===== config.mk =====
export PLATFORM = sky130hd
export DESIGN_NAME = response_mux
export DESIGN_NICKNAME = d
export VERILOG_FILES = /design/src/rtl/param_pkg.sv /design/src/rtl/response_mux.sv
export SDC_FILE = /design/constraint.sdc
export NUM_CORES = 1
export LEC_CHECK = 0
export ABC_AREA = 1
export CORE_ASPECT_RATIO = 0.8
export CORE_UTILIZATION = 26
export CTS_BUF_LIST = sky130_fd_sc_hd__clkbuf_4
export DETAILED_ROUTE_END_ITERATION = 12
export PLACE_DENSITY = 0.9
export SYNTH_ARGS = -nofsm -noshare
export SYNTH_HDL_FRONTEND = slang
export SYNTH_SLANG_ARGS = --single-unit

===== constraint.sdc =====
create_clock -name Hclk -period 3.07 [get_ports Hclk]
set_input_delay 0.4605 -clock Hclk [delete_from_list [all_inputs] [get_ports Hclk]]
set_output_delay 0.4605 -clock Hclk [all_outputs]
set_load 0.02 [all_outputs]

===== src/rtl/param_pkg.sv =====
// Shared bus parameters for the AHB-lite response path.
package param_pkg;
    parameter int ADDR_WIDTH = 32;
    parameter int DATA_WIDTH = 32;
    parameter int NUM_SUBORD = 4;
endpackage


===== src/rtl/response_mux.sv =====
// AHB-lite data-phase response multiplexer with a built-in default subordinate.
// Define RESPONSE_MUX_ERR_CNT_EN to add the Err_cnt default-subordinate error counter.
module response_mux
    import param_pkg::*;
(
    input  logic                                  Hclk,
    input  logic                                  Hreset,
    input  logic [NUM_SUBORD-1:0]                 Hsel,
    input  logic [1:0]                            Htrans,
    input  logic [NUM_SUBORD-1:0][DATA_WIDTH-1:0] Hrdata_s,
    input  logic [NUM_SUBORD-1:0]                 Hreadyout_s,
    input  logic [NUM_SUBORD-1:0]                 Hresp_s,
    output logic [DATA_WIDTH-1:0]                 Hrdata,
    output logic                                  Hready,
    output logic                                  Hresp
`ifdef RESPONSE_MUX_ERR_CNT_EN
    ,
    output logic [15:0]                           Err_cnt
`endif
);

    typedef enum logic [1:0] {
        ST_IDLE = 2'd0,
        ST_ERR1 = 2'd1,
        ST_ERR2 = 2'd2
    } state_t;

    state_t                  state_q, state_d;
    logic [NUM_SUBORD-1:0]   sel_q;
    logic                    def_q;
    logic [NUM_SUBORD-1:0]   sel_onehot;
    logic [NUM_SUBORD:0]     seen_lower;
    logic                    def_capture;
    logic                    fsm_ready, fsm_resp;
    logic [DATA_WIDTH-1:0]   mux_rdata;
    logic                    mux_ready, mux_resp;

    // Lowest-index priority: a bit survives only if no lower bit is set.
    assign seen_lower[0] = 1'b0;
    generate
        for (genvar gi = 0; gi < NUM_SUBORD; gi++) begin : g_onehot
            assign sel_onehot[gi]   = Hsel[gi] & ~seen_lower[gi];
            assign seen_lower[gi+1] = seen_lower[gi] | Hsel[gi];
        end
    endgenerate

    assign def_capture = Hready & ~(|Hsel) & Htrans[1];

    always_ff @(posedge Hclk) begin
        if (Hreset) begin
            sel_q   <= '0;
            def_q   <= 1'b0;
            state_q <= ST_IDLE;
        end else begin
            if (Hready) begin
                sel_q <= sel_onehot;
                def_q <= ~(|Hsel) & Htrans[1];
            end
            state_q <= state_d;
        end
    end

    always_comb begin
        state_d   = state_q;
        fsm_ready = 1'b1;
        fsm_resp  = 1'b0;
        case (state_q)
            ST_IDLE: begin
                if (def_capture) state_d = ST_ERR1;
            end
            ST_ERR1: begin
                fsm_ready = 1'b0;
                fsm_resp  = 1'b1;
                state_d   = ST_ERR2;
            end
            ST_ERR2: begin
                fsm_resp = 1'b1;
                state_d  = def_capture ? ST_ERR1 : ST_IDLE;
            end
            default: state_d = ST_IDLE;
        endcase
    end

    // sel_q is one-hot or zero, so an AND-OR reduction is a clean mux.
    always_comb begin
        mux_rdata = '0;
        mux_ready = 1'b0;
        mux_resp  = 1'b0;
        for (int i = 0; i < NUM_SUBORD; i++) begin
            if (sel_q[i]) begin
                mux_rdata = mux_rdata | Hrdata_s[i];
                mux_ready = mux_ready | Hreadyout_s[i];
                mux_resp  = mux_resp  | Hresp_s[i];
            end
        end
    end

    assign Hrdata = mux_rdata;
    assign Hready = (|sel_q) ? mux_ready : fsm_ready;
    assign Hresp  = (|sel_q) ? mux_resp  : fsm_resp;

`ifdef RESPONSE_MUX_ERR_CNT_EN
    logic [15:0] err_cnt_q;

    always_ff @(posedge Hclk) begin
        if (Hreset) begin
            err_cnt_q <= '0;
        end else if (state_q != ST_ERR1 && state_d == ST_ERR1 && err_cnt_q != 16'hFFFF) begin
            err_cnt_q <= err_cnt_q + 16'd1;
        end
    end

    assign Err_cnt = err_cnt_q;
`endif

endmodule


==> impl_metrics.json <==
{
  "place.gp.congestion": 0.830,
  "drv_cap": 0,
  "rows": 21,
  "cts_resized": 0,
  "worst_skew_pair.late_latency_ns": 0.26,
  "firstDrtPassIters": 5,
  "critPathCaptureType": "primary output",
  "n_antenna_cell": 0,
  "yosys_most_used_dff": "dfxtp_1",
  "cts-htree-levels": 1,
  "drt_iter0_drc": 66,
  "routedWlPerCell_um": 13.1,
  "synth_top_area_cell": "nand2_1",
  "p_leak_uw": 0.00121,
  "cp_max_fo": 15,
  "crit_buf_inv": 2,
  "vias": 2172,
  "drv_slew": 0,
  "clockBufferDepth": 2,
  "die_h_um": 63.1,
  "synth_top_cell_area_share_pct": 43.9,
  "grt_pass1_wl_mm": 9.45,
  "ys_ff_latch": 6,
  "tns_ns": 0,
  "max_stage_delay_ns": 0.74,
  "n_fill_cell": 370,
  "avgViaCountPerCell": 4.68,
  "ctsHoldBuffers": 0,
  "clock_skew_ns": 0.00413,
  "post_cts_buffers": 0,
  "setup_viol": 0,
  "die_w_um": 78.4,
  "start_util_pct": 28.0,
  "cts_tree": "built",
  "io_pins": 178,
  "die_area_um2": 4950,
  "postLayoutCoreUtil_pct": 70.3,
  "antenna_found_initial": 0,
  "grt_overflow": 0,
  "setup.worst_path.start_class": "flip-flop",
  "avgSynthCellArea_um2": 5.15,
  "tightestPinTransition_ns": 0.702,
  "synth_edf_count": 0,
  "max_freq_mhz": 387,
  "mostFrequentLayoutCells": "176 x clkdlybuf4s50_1, 142 x nand2_1, 32 x nand4_1",
  "path_class": "reg2out",
  "final_common_cell": "clkdlybuf4s50_1",
  "grt_use_total_pct": 24.2,
  "yosysWarnings": 0,
  "critPathTopFamily": "buffers and inverters",
  "clockRootBuffer": "clkbuf_4",
  "wirelength_mm": 6.08,
  "hold_class": "reg2reg",
  "hold_ws_ns": 0.549,
  "cts_buffers": 3,
  "syn_area_um2": 1210,
  "post_synth_num_cell_types": 21,
  "critPathArrivalTime_ns": 2.12,
  "slowest_stage": "dfxtp_1",
  "cts.clk_slew.worst_paths_ns": 0.05,
  "syn_nets": 385,
  "worstPathRequired_ns": 2.61,
  "hpwl_mm": 5.09,
  "ant_nets": 0,
  "hold_viol": 0,
  "grt_max_degree": 18,
  "vdd_drop_max_v": 0.000314,
  "powerDensity_nw_per_um2": 608,
  "coreArea_um2": 4340,
  "outcome": "finished clean",
  "relSlewSlack_pct": 53.1,
  "syn2layout_area_growth_pct": 151,
  "path_cells": "buf_4, nand2_1, nand4_1, clkdlybuf4s50_1",
  "drive_gt1_share_pct": 5.41,
  "pre_cts_slack_ns": 0.717,
  "setup_ws_ns": 0.486,
  "synthCells": 236,
  "clock_sinks": 6,
  "rsz0062_at_grt": "false",
  "ys_async_sr_fraction_pct": 0,
  "fin_crit_sh_pct": 84.2,
  "ys_top_cells_by_area": "nand2_1 44%, nand4_1 16%, dfxtp_1 9.9%, ha_1 5.1%, clkbuf_1 3.7%",
  "ys_seq_area_share_pct": 9.89,
  "final_nets": 558,
  "io_buffer_count": 176,
  "grt_pass1_vias": 2081,
  "min_period_ns": 2.58,
  "drc": 0
}
## power by group
group | total (uW) | switching [uW] | internal, uW
clock network | 79.2 | 34.6 | 44.6
logic | 1600 | 809 | 790
registers | 176 | 76.1 | 99.8
total | 1850 | 919 | 934
## registers in the layout, indices dropped and copies added (netlist names)
signal and cells:
state_q 2, sel_q 4
## area by class of cell
cell class	count	area (um^2)	share of cell area [%]
sequential	6	120	3.94
tap	57	71.3	2.34
multi-input combinational	207	986	32.3
inverter	7	26.3	0.862
clock buffer	3	22.5	0.739
timing repair buffer	184	1820	59.8
## routing by layer
layer	share of wire (%)	vias to the layer above	GRT usage [%]	routed length [um]
met2	53	120	47.0	3230
met1	37	928	26.0	2270
li1	-	1111	-	-
met4	1.3	0	6.71	80
met3	8.2	13	4.93	499
met5	0	-	0	0
## Yosys cell counts, types with 2 or more instances
cell type / n
a21oi_1: 3
buf_4: 2
buf_6: 2
clkbuf_1: 12
dfxtp_1: 6
ha_1: 5
inv_1: 6
nand2_1: 142
nand2_4: 2
nand3_1: 4
nand3_2: 2
nand4_1: 32
nor2_1: 7
nor2_4: 3
o21ai_1: 2
## metrics by stage
| stage | area [um^2] | instances | power (uW) |
|---|---|---|---|
| after floorplan | 1210 | 236 | 993 |
| after global placement | 3030 | 461 | 1750 |
| after detailed placement | 3030 | 461 | 1780 |
| after CTS | 3050 | 464 | 1860 |
| after global routing | 3050 | 464 | 1990 |
| final | 3050 | 464 | 1850 |
## logic make-up (layout without fill, tap and decap cells)
| family | after synthesis | in the layout | synth area share, % |
|---|---|---|---|
| flops | 6 | 6 | 9.89 |
| compound gates | 8 | 8 | 4.12 |
| buf+inv | 23 | 194 | 8.96 |
| fa+ha+maj | 5 | 5 | 5.15 |
| simple gates | 194 | 194 | 71.9 |
## path summary, 6_finish.rpt
kind | start | endpoint | slack (ns) | depth (start not counted)
setup / recovery | sel_q[1] | Hrdata[23] | 0.49 | 4
hold / removal | state_q[0] | state_q[0] | 0.55 | 2
setup reg to reg | sel_q[0] | state_q[1] | 1.50 | 7
hold reg to reg | state_q[0] | state_q[0] | 0.55 | 2
## worst reg2reg max path: cells and delay by family (launching register included)
kind               cells  cell delay [ns]
AOI/OAI and AO/OA      1             0.14
DFF                    1             0.77
and+or+nand+nor        6             0.56
No activity file was read; power rests on OpenSTA's default activity.
